==> src/rtl/adder_bist_ctrl.sv <==
// -----------------------------------------------------------------------------
// adder_bist_ctrl
// Built-in self-test initiator for the 16-bit dual-adder comparison checker.
// It drives a fixed set of directed corner operands into the checker, then
// LFSR pseudo-random operands. The checker's difference outputs are sampled
// CHK_LAT cycles after each vector. Mismatches are counted, and the first
// failing operand pair is captured.
//
// Ports
//   clk           rising-edge clock
//   rst_n         synchronous active-low reset
//   start         begin a run (honoured only in IDLE or DONE)
//   a, b          registered operands to the checker
//   check         sum difference from the checker
//   checkcout     carry difference from the checker
//   busy          high while issuing vectors or draining the response pipe
//   done          level high once the run has completed
//   pass          done and no mismatch seen
//   err_count     mismatching vectors (saturating)
//   vec_count     vectors checked so far
//   first_fail_a  a of the first mismatching vector
//   first_fail_b  b of the first mismatching vector
// -----------------------------------------------------------------------------
module adder_bist_ctrl #(
   parameter int          WIDTH       = 16,
   parameter int          NUM_VECTORS = 1024,
   parameter int          CHK_LAT     = 0,
   parameter logic [15:0] SEED_A      = 16'hACE1,
   parameter logic [15:0] SEED_B      = 16'h1D2F
) (
   input  logic             clk,
   input  logic             rst_n,
   input  logic             start,
   output logic [WIDTH-1:0] a,
   output logic [WIDTH-1:0] b,
   input  logic [WIDTH-1:0] check,
   input  logic             checkcout,
   output logic             busy,
   output logic             done,
   output logic             pass,
   output logic [WIDTH-1:0] err_count,
   output logic [WIDTH-1:0] vec_count,
   output logic [WIDTH-1:0] first_fail_a,
   output logic [WIDTH-1:0] first_fail_b
);

   // A zero seed would lock the LFSR, so it is replaced with 1.
   localparam logic [WIDTH-1:0] SEED_A_EFF = (SEED_A == '0) ? WIDTH'(1) : SEED_A;
   localparam logic [WIDTH-1:0] SEED_B_EFF = (SEED_B == '0) ? WIDTH'(1) : SEED_B;
   localparam logic [15:0]      NV16       = 16'(NUM_VECTORS);
   localparam logic [1:0]       LAT_M1     = 2'(CHK_LAT - 1);

   typedef enum logic [2:0] {
      S_IDLE,
      S_DIRECTED,
      S_RANDOM,
      S_DRAIN,
      S_DONE
   } state_t;

   state_t           state_q, state_d;
   logic [WIDTH-1:0] a_q, a_d, b_q, b_d;
   logic [WIDTH-1:0] lfsr_a_q, lfsr_a_d, lfsr_b_q, lfsr_b_d;
   logic [2:0]       dir_idx_q, dir_idx_d;
   logic [15:0]      rnd_cnt_q, rnd_cnt_d;
   logic [1:0]       drain_cnt_q, drain_cnt_d;
   logic             iv_q, iv_d;          // a_q/b_q hold a freshly issued vector
   logic [WIDTH-1:0] err_q, err_d, vec_q, vec_d;
   logic [WIDTH-1:0] ffa_q, ffa_d, ffb_q, ffb_d;

   logic             smp_valid;
   logic [WIDTH-1:0] smp_a, smp_b;

   function automatic logic [WIDTH-1:0] lfsr_next(input logic [WIDTH-1:0] q);
      return {q[14:0], q[15] ^ q[13] ^ q[12] ^ q[10]};
   endfunction

   // Directed corner vectors, packed as {a, b}.
   function automatic logic [2*WIDTH-1:0] dir_vec(input logic [2:0] idx);
      case (idx)
         3'd0:    return {16'h0000, 16'h0000};
         3'd1:    return {16'hFFFF, 16'h0001};
         3'd2:    return {16'hFFFF, 16'hFFFF};
         3'd3:    return {16'hAAAA, 16'h5555};
         default: return {16'h8000, 16'h8000};
      endcase
   endfunction

   // Response alignment: each stage carries the issue flag plus the operands,
   // so the sampled result is always tied to the vector that caused it.
   generate
      if (CHK_LAT == 0) begin : g_nolat
         assign smp_valid = iv_q;
         assign smp_a     = a_q;
         assign smp_b     = b_q;
      end else begin : g_lat
         genvar gi;
         for (gi = 0; gi < CHK_LAT; gi++) begin : g_stage
            logic             v_q, v_d;
            logic [WIDTH-1:0] sa_q, sa_d, sb_q, sb_d;
            if (gi == 0) begin : g_head
               always_comb begin
                  v_d  = iv_q;
                  sa_d = a_q;
                  sb_d = b_q;
               end
            end else begin : g_tail
               always_comb begin
                  v_d  = g_stage[gi-1].v_q;
                  sa_d = g_stage[gi-1].sa_q;
                  sb_d = g_stage[gi-1].sb_q;
               end
            end
            always_ff @(posedge clk) begin
               if (!rst_n) begin
                  v_q  <= 1'b0;
                  sa_q <= '0;
                  sb_q <= '0;
               end else begin
                  v_q  <= v_d;
                  sa_q <= sa_d;
                  sb_q <= sb_d;
               end
            end
         end
         assign smp_valid = g_stage[CHK_LAT-1].v_q;
         assign smp_a     = g_stage[CHK_LAT-1].sa_q;
         assign smp_b     = g_stage[CHK_LAT-1].sb_q;
      end
   endgenerate

   always_comb begin
      state_d     = state_q;
      a_d         = a_q;
      b_d         = b_q;
      lfsr_a_d    = lfsr_a_q;
      lfsr_b_d    = lfsr_b_q;
      dir_idx_d   = dir_idx_q;
      rnd_cnt_d   = rnd_cnt_q;
      drain_cnt_d = drain_cnt_q;
      iv_d        = 1'b0;
      err_d       = err_q;
      vec_d       = vec_q;
      ffa_d       = ffa_q;
      ffb_d       = ffb_q;

      // Result accumulation; no sample can be pending in IDLE/DONE, so the
      // clear on start below never collides with it.
      if (smp_valid) begin
         vec_d = vec_q + 1'b1;
         if ((|check) | checkcout) begin
            if (err_q != '1) err_d = err_q + 1'b1;
            if (err_q == '0) begin
               ffa_d = smp_a;
               ffb_d = smp_b;
            end
         end
      end

      case (state_q)
         S_IDLE, S_DONE: begin
            if (start) begin
               state_d      = S_DIRECTED;
               {a_d, b_d}   = dir_vec(3'd0);
               iv_d         = 1'b1;
               dir_idx_d    = 3'd0;
               rnd_cnt_d    = '0;
               drain_cnt_d  = '0;
               lfsr_a_d     = SEED_A_EFF;
               lfsr_b_d     = SEED_B_EFF;
               err_d        = '0;
               vec_d        = '0;
               ffa_d        = '0;
               ffb_d        = '0;
            end
         end
         S_DIRECTED: begin
            iv_d = 1'b1;
            if (dir_idx_q == 3'd4) begin
               // First random vector is the seed itself.
               state_d   = S_RANDOM;
               a_d       = lfsr_a_q;
               b_d       = lfsr_b_q;
               lfsr_a_d  = lfsr_next(lfsr_a_q);
               lfsr_b_d  = lfsr_next(lfsr_b_q);
               rnd_cnt_d = 16'd1;
            end else begin
               dir_idx_d  = dir_idx_q + 3'd1;
               {a_d, b_d} = dir_vec(dir_idx_q + 3'd1);
            end
         end
         S_RANDOM: begin
            if (rnd_cnt_q == NV16) begin
               drain_cnt_d = '0;
               state_d     = (CHK_LAT > 0) ? S_DRAIN : S_DONE;
            end else begin
               iv_d      = 1'b1;
               a_d       = lfsr_a_q;
               b_d       = lfsr_b_q;
               lfsr_a_d  = lfsr_next(lfsr_a_q);
               lfsr_b_d  = lfsr_next(lfsr_b_q);
               rnd_cnt_d = rnd_cnt_q + 16'd1;
            end
         end
         S_DRAIN: begin
            if (drain_cnt_q == LAT_M1) state_d = S_DONE;
            else drain_cnt_d = drain_cnt_q + 2'd1;
         end
         default: state_d = S_IDLE;
      endcase
   end

   always_ff @(posedge clk) begin
      if (!rst_n) begin
         state_q     <= S_IDLE;
         a_q         <= '0;
         b_q         <= '0;
         lfsr_a_q    <= SEED_A_EFF;
         lfsr_b_q    <= SEED_B_EFF;
         dir_idx_q   <= '0;
         rnd_cnt_q   <= '0;
         drain_cnt_q <= '0;
         iv_q        <= 1'b0;
         err_q       <= '0;
         vec_q       <= '0;
         ffa_q       <= '0;
         ffb_q       <= '0;
      end else begin
         state_q     <= state_d;
         a_q         <= a_d;
         b_q         <= b_d;
         lfsr_a_q    <= lfsr_a_d;
         lfsr_b_q    <= lfsr_b_d;
         dir_idx_q   <= dir_idx_d;
         rnd_cnt_q   <= rnd_cnt_d;
         drain_cnt_q <= drain_cnt_d;
         iv_q        <= iv_d;
         err_q       <= err_d;
         vec_q       <= vec_d;
         ffa_q       <= ffa_d;
         ffb_q       <= ffb_d;
      end
   end

   assign a            = a_q;
   assign b            = b_q;
   assign busy         = (state_q == S_DIRECTED) || (state_q == S_RANDOM) ||
                         (state_q == S_DRAIN);
   assign done         = (state_q == S_DONE);
   assign pass         = done && (err_q == '0);
   assign err_count    = err_q;
   assign vec_count    = vec_q;
   assign first_fail_a = ffa_q;
   assign first_fail_b = ffb_q;

endmodule

==> config.mk <==
export PLATFORM = sky130hd
export DESIGN_NAME = adder_bist_ctrl
export DESIGN_NICKNAME = d
export VERILOG_FILES = /design/src/rtl/adder_bist_ctrl.sv
export SDC_FILE = /design/constraint.sdc
export NUM_CORES = 1
export LEC_CHECK = 0
export ABC_AREA = 0
export CELL_PAD_IN_SITES_DETAIL_PLACEMENT = 2
export CELL_PAD_IN_SITES_GLOBAL_PLACEMENT = 2
export CORE_ASPECT_RATIO = 0.5
export CORE_MARGIN = 2
export CORE_UTILIZATION = 28
export CTS_CLUSTER_DIAMETER = 80
export DETAILED_ROUTE_END_ITERATION = 8
export MAX_ROUTING_LAYER = met4
export PLACE_DENSITY = 0.74
export SLEW_MARGIN = 20
export SYNTH_ARGS = -nofsm -noshare
export SYNTH_HDL_FRONTEND = slang
export SYNTH_SLANG_ARGS = --single-unit
==> constraint.sdc <==
create_clock -name clk -period 1.9 [get_ports clk]
set_input_delay 0.285 -clock clk [delete_from_list [all_inputs] [get_ports clk]]
set_output_delay 0.285 -clock clk [all_outputs]
set_load 0.05 [all_outputs]
==> flow_metrics.py <==
metrics = {
    "pwr": {
        "p_leak_nw": 4.729,
        "power_mw": 8.626,
        "power_density_mw_per_mm2": 773.6,
        "swShare_pct": 31.54,
        "seqPwrFrac_pct": 39.6,
        "power_switching_mw": 2.720,
        "pwr-share-clk_pct": 41.3,
        "vdd_drop_max_mv": 0.6945,
        "intPower_mw": 5.906,
        "comb_power_share_pct": 19.1,
    },
    "floorplanning": {
        "coreArea_mm2": 0.02417,
        "initial_core_util_pct": 28.70,
        "die_y_um": 115.3,
        "core.rowCount": 40,
        "die_x_um": 226.6,
        "dieArea_mm2": 0.02612,
        "io_pins": 119,
    },
    "global_routing": {
        "grtUsageTotal_pct": 25.76,
        "grt_first_pass_wirelength_um": 49330,
        "overflow": 0,
        "first_global_vias": 8321,
        "antenna_found_initial": 0,
        "grt_max_degree": 49,
    },
    "outcome": {
        "status": "finished, violations left",
        "violations": "negative setup slack",
    },
    "cts": {
        "clock_sinks": 153,
        "htree_levels": 4,
        "cts_root_buffer": "clkbuf_16",
        "clkLatencyLatePin_ns": 0.45,
        "cts_made_buffers": 17,
        "tritoncts": "done",
        "cts_buffer_depth": 2,
        "clk_pin_slew_worst_paths_ns": 0.07,
    },
    "synthesis": {
        "synth_area_mm2": 0.006937,
        "synth_cell_type_count": 61,
        "async_flop_share_pct": 0,
        "synth_common_cells": "dfxtp_1 (153), nand2_1 (99), o21ai_0 (73)",
        "synth_cells": 837,
        "avgSynthCellArea_um2": 8.288,
        "ys_warn_count": 0,
        "yosys.area.top_type": "dfxtp_1",
        "synth-edff-count": 0,
        "synth_flop_cell": "dfxtp_1",
        "synth_top_area_share_pct": 44.16,
        "yosysSeqAreaShare_pct": 44.16,
        "post-synth-top-count-cell": "dfxtp_1",
        "ys_seq_elements": 153,
        "syn-num-nets": 868,
        "yosys-top-cells-area": "dfxtp_1 (44%), nand2_1 (5.4%), o21ai_0 (5.3%)",
    },
    "timing": {
        "setup_violations": 87,
        "tightest_slew_ns": 0.5936,
        "timing.fmax_mhz": 441.0,
        "rsz0062_at_grt": "yes",
        "tns_ns": -20.16,
        "drv_slew": 0,
        "period_share_pct": 119.3,
        "slew_headroom_pct": 60.12,
        "hold_ws_ns": 0.2678,
        "hold_violations": 0,
        "setup_slack_ns": -0.3676,
        "period_minus_slack_ns": 2.268,
        "fin_skew_ns": 0.01447,
    },
    "drt": {
        "drtIter0Drc": 495,
        "vias": 7751,
        "drc": 0,
        "wl_per_cell_um": 26.46,
        "via_per_inst": 5.584,
        "first_pass_iters": 5,
        "final_antenna_net_count": 0,
        "routed_wl_um": 36730,
    },
    "worst_setup_path": {
        "crit_arrival_ns": 2.64,
        "cp_max_fo": 8,
        "required_ns": 2.27,
        "crit_type": "reg -> reg",
        "end_kind": "flip-flop",
        "startpoint_type": "flip-flop",
    },
    "cells_and_area": {
        "fin_nets": 1070,
        "syn_to_final_growth_pct": 60.75,
        "insertedDiodeCount": 0,
        "drive_gt1_share_pct": 35.27,
        "final_util_pct": 46.13,
    },
    "place": {
        "dp_hpwl_um": 17650,
        "port_buffers": 118,
        "routabilityCongestion": 0.8175,
    },
    "hold_path": {
        "hold_path_class": "in -> reg",
    },
    "job": {
        "cap_viol_max_count": 0,
    },
}
## path summary, 6_finish.rpt
| kind | from | to | slack, ns | depth (start not counted) |
|---|---|---|---|---|
| max | rnd_cnt_q[0]$_SDFFE_PN0P_ | lfsr_b_q[12]$_SDFFE_PN1P_ | -0.37 | 12 |
| min reg2reg | first_fail_a[12]$_SDFF_PN0_ | first_fail_a[12]$_SDFF_PN0_ | 0.48 | 2 |
| max reg2reg | rnd_cnt_q[0]$_SDFFE_PN0P_ | lfsr_b_q[12]$_SDFFE_PN1P_ | -0.37 | 12 |
| min | rst_n | rnd_cnt_q[0]$_SDFFE_PN0P_ | 0.27 | 3 |
## registers in the layout (all words and copies together), names as in the netlist
signal	count
lfsr_a_q	16
iv_q	1
b	16
state_q	3
drain_cnt_q	2
a	16
lfsr_b_q	16
dir_idx_q	3
rnd_cnt_q	16
first_fail_a	16
vec_count	16
first_fail_b	16
err_count	16
## per-layer routing
| layer | part of all wire, % | vias up | GRT usage [%] | wire (um) |
|---|---|---|---|---|
| met5 | 0 | - | - | 0 |
| met4 | 2.8 | 0 | 11.10 | 1040 |
| met3 | 4.9 | 71 | 6.926 | 1789 |
| met2 | 50 | 239 | 43.84 | 18320 |
| met1 | 42 | 4013 | 28.70 | 15590 |
| li1 | - | 3428 | - | - |
## per-stage QoR
step	setup slack, ns	std cells	instance area, um^2
5_1_grt	-0.4754	1388	11150
3_3_place_gp	-0.3059	1313	9024
2_1_floorplan	0.009089	837	6959
6_report	-0.3676	1388	11150
3_5_place_dp	-0.3473	1313	9024
4_1_cts	-0.1687	1381	10340
## worst max-delay path: stages (launching register included)
cell      delay, ns
dfxtp_2        0.34
inv_2          0.08
ha_4           0.13
nor4bb_4       0.25
nand4_1        0.16
buf_6          0.17
buf_12         0.12
o211ai_4       0.26
buf_12         0.16
buf_8          0.12
buf_16         0.15
nor3_2         0.06
a31oi_1        0.18
## cells by family (layout without fill, tap and decap cells)
logic type,after synthesis,after routing,share of synthesized area [%]
adder cells (fa/ha/maj),11,11,1.984
AO/OA/AOI/OAI,236,236,21.30
flip-flops,153,153,44.16
AND/OR/NAND/NOR,319,320,23.47
multiplexers,6,6,0.8658
XOR/XNOR,21,21,2.652
buffers and inverters,91,305,5.574
## area by class of cell
class	instances	area (um^2)
Clock buffer	18	439.2
Multi-Input combinational cell	594	4370
Inverter	28	110.1
Tap cell	336	420.4
Clock inverter	14	148.9
Fill cell	2542	13020
Timing Repair Buffer	245	2560
Sequential cell	153	3102
## layout by cell type, fill, tap and decap left out, types with 15 or more instances in the layout
cell type	instances
buf_6	17
o211ai_1	20
clkbuf_16	19
a31oi_1	17
o21ai_0	47
clkdlybuf4s50_1	18
a21oi_1	33
a21oi_2	18
nor2_1	25
dfxtp_2	16
o21ai_2	19
o21ai_1	15
inv_1	24
nand2_1	76
nand3_1	53
nand4_1	17
dfxtp_1	132
buf_4	100
dlygate4sd2_1	65
buf_12	17
## power groups by stage
| stage | logic [mW] | registers, mW | clock network [mW] |
|---|---|---|---|
| final | 1.65 | 3.41 | 3.56 |
| after global routing | 1.70 | 3.42 | 3.76 |
| after CTS | 1.39 | 3.39 | 3.53 |
| after detailed placement | 1.09 | 3.46 | 0 |
| after global placement | 1.06 | 3.46 | 0 |
| after floorplan | 0.451 | 3.62 | 0 |
## repair_timing
action	in CTS	in global routing
gates resized for setup	176	189
setup buffers	26	6
hold buffers	0	0
setup endpoints to repair	184	124
cloned	11	3
pin swaps	35	55
Power figures use the tool's default switching activity.
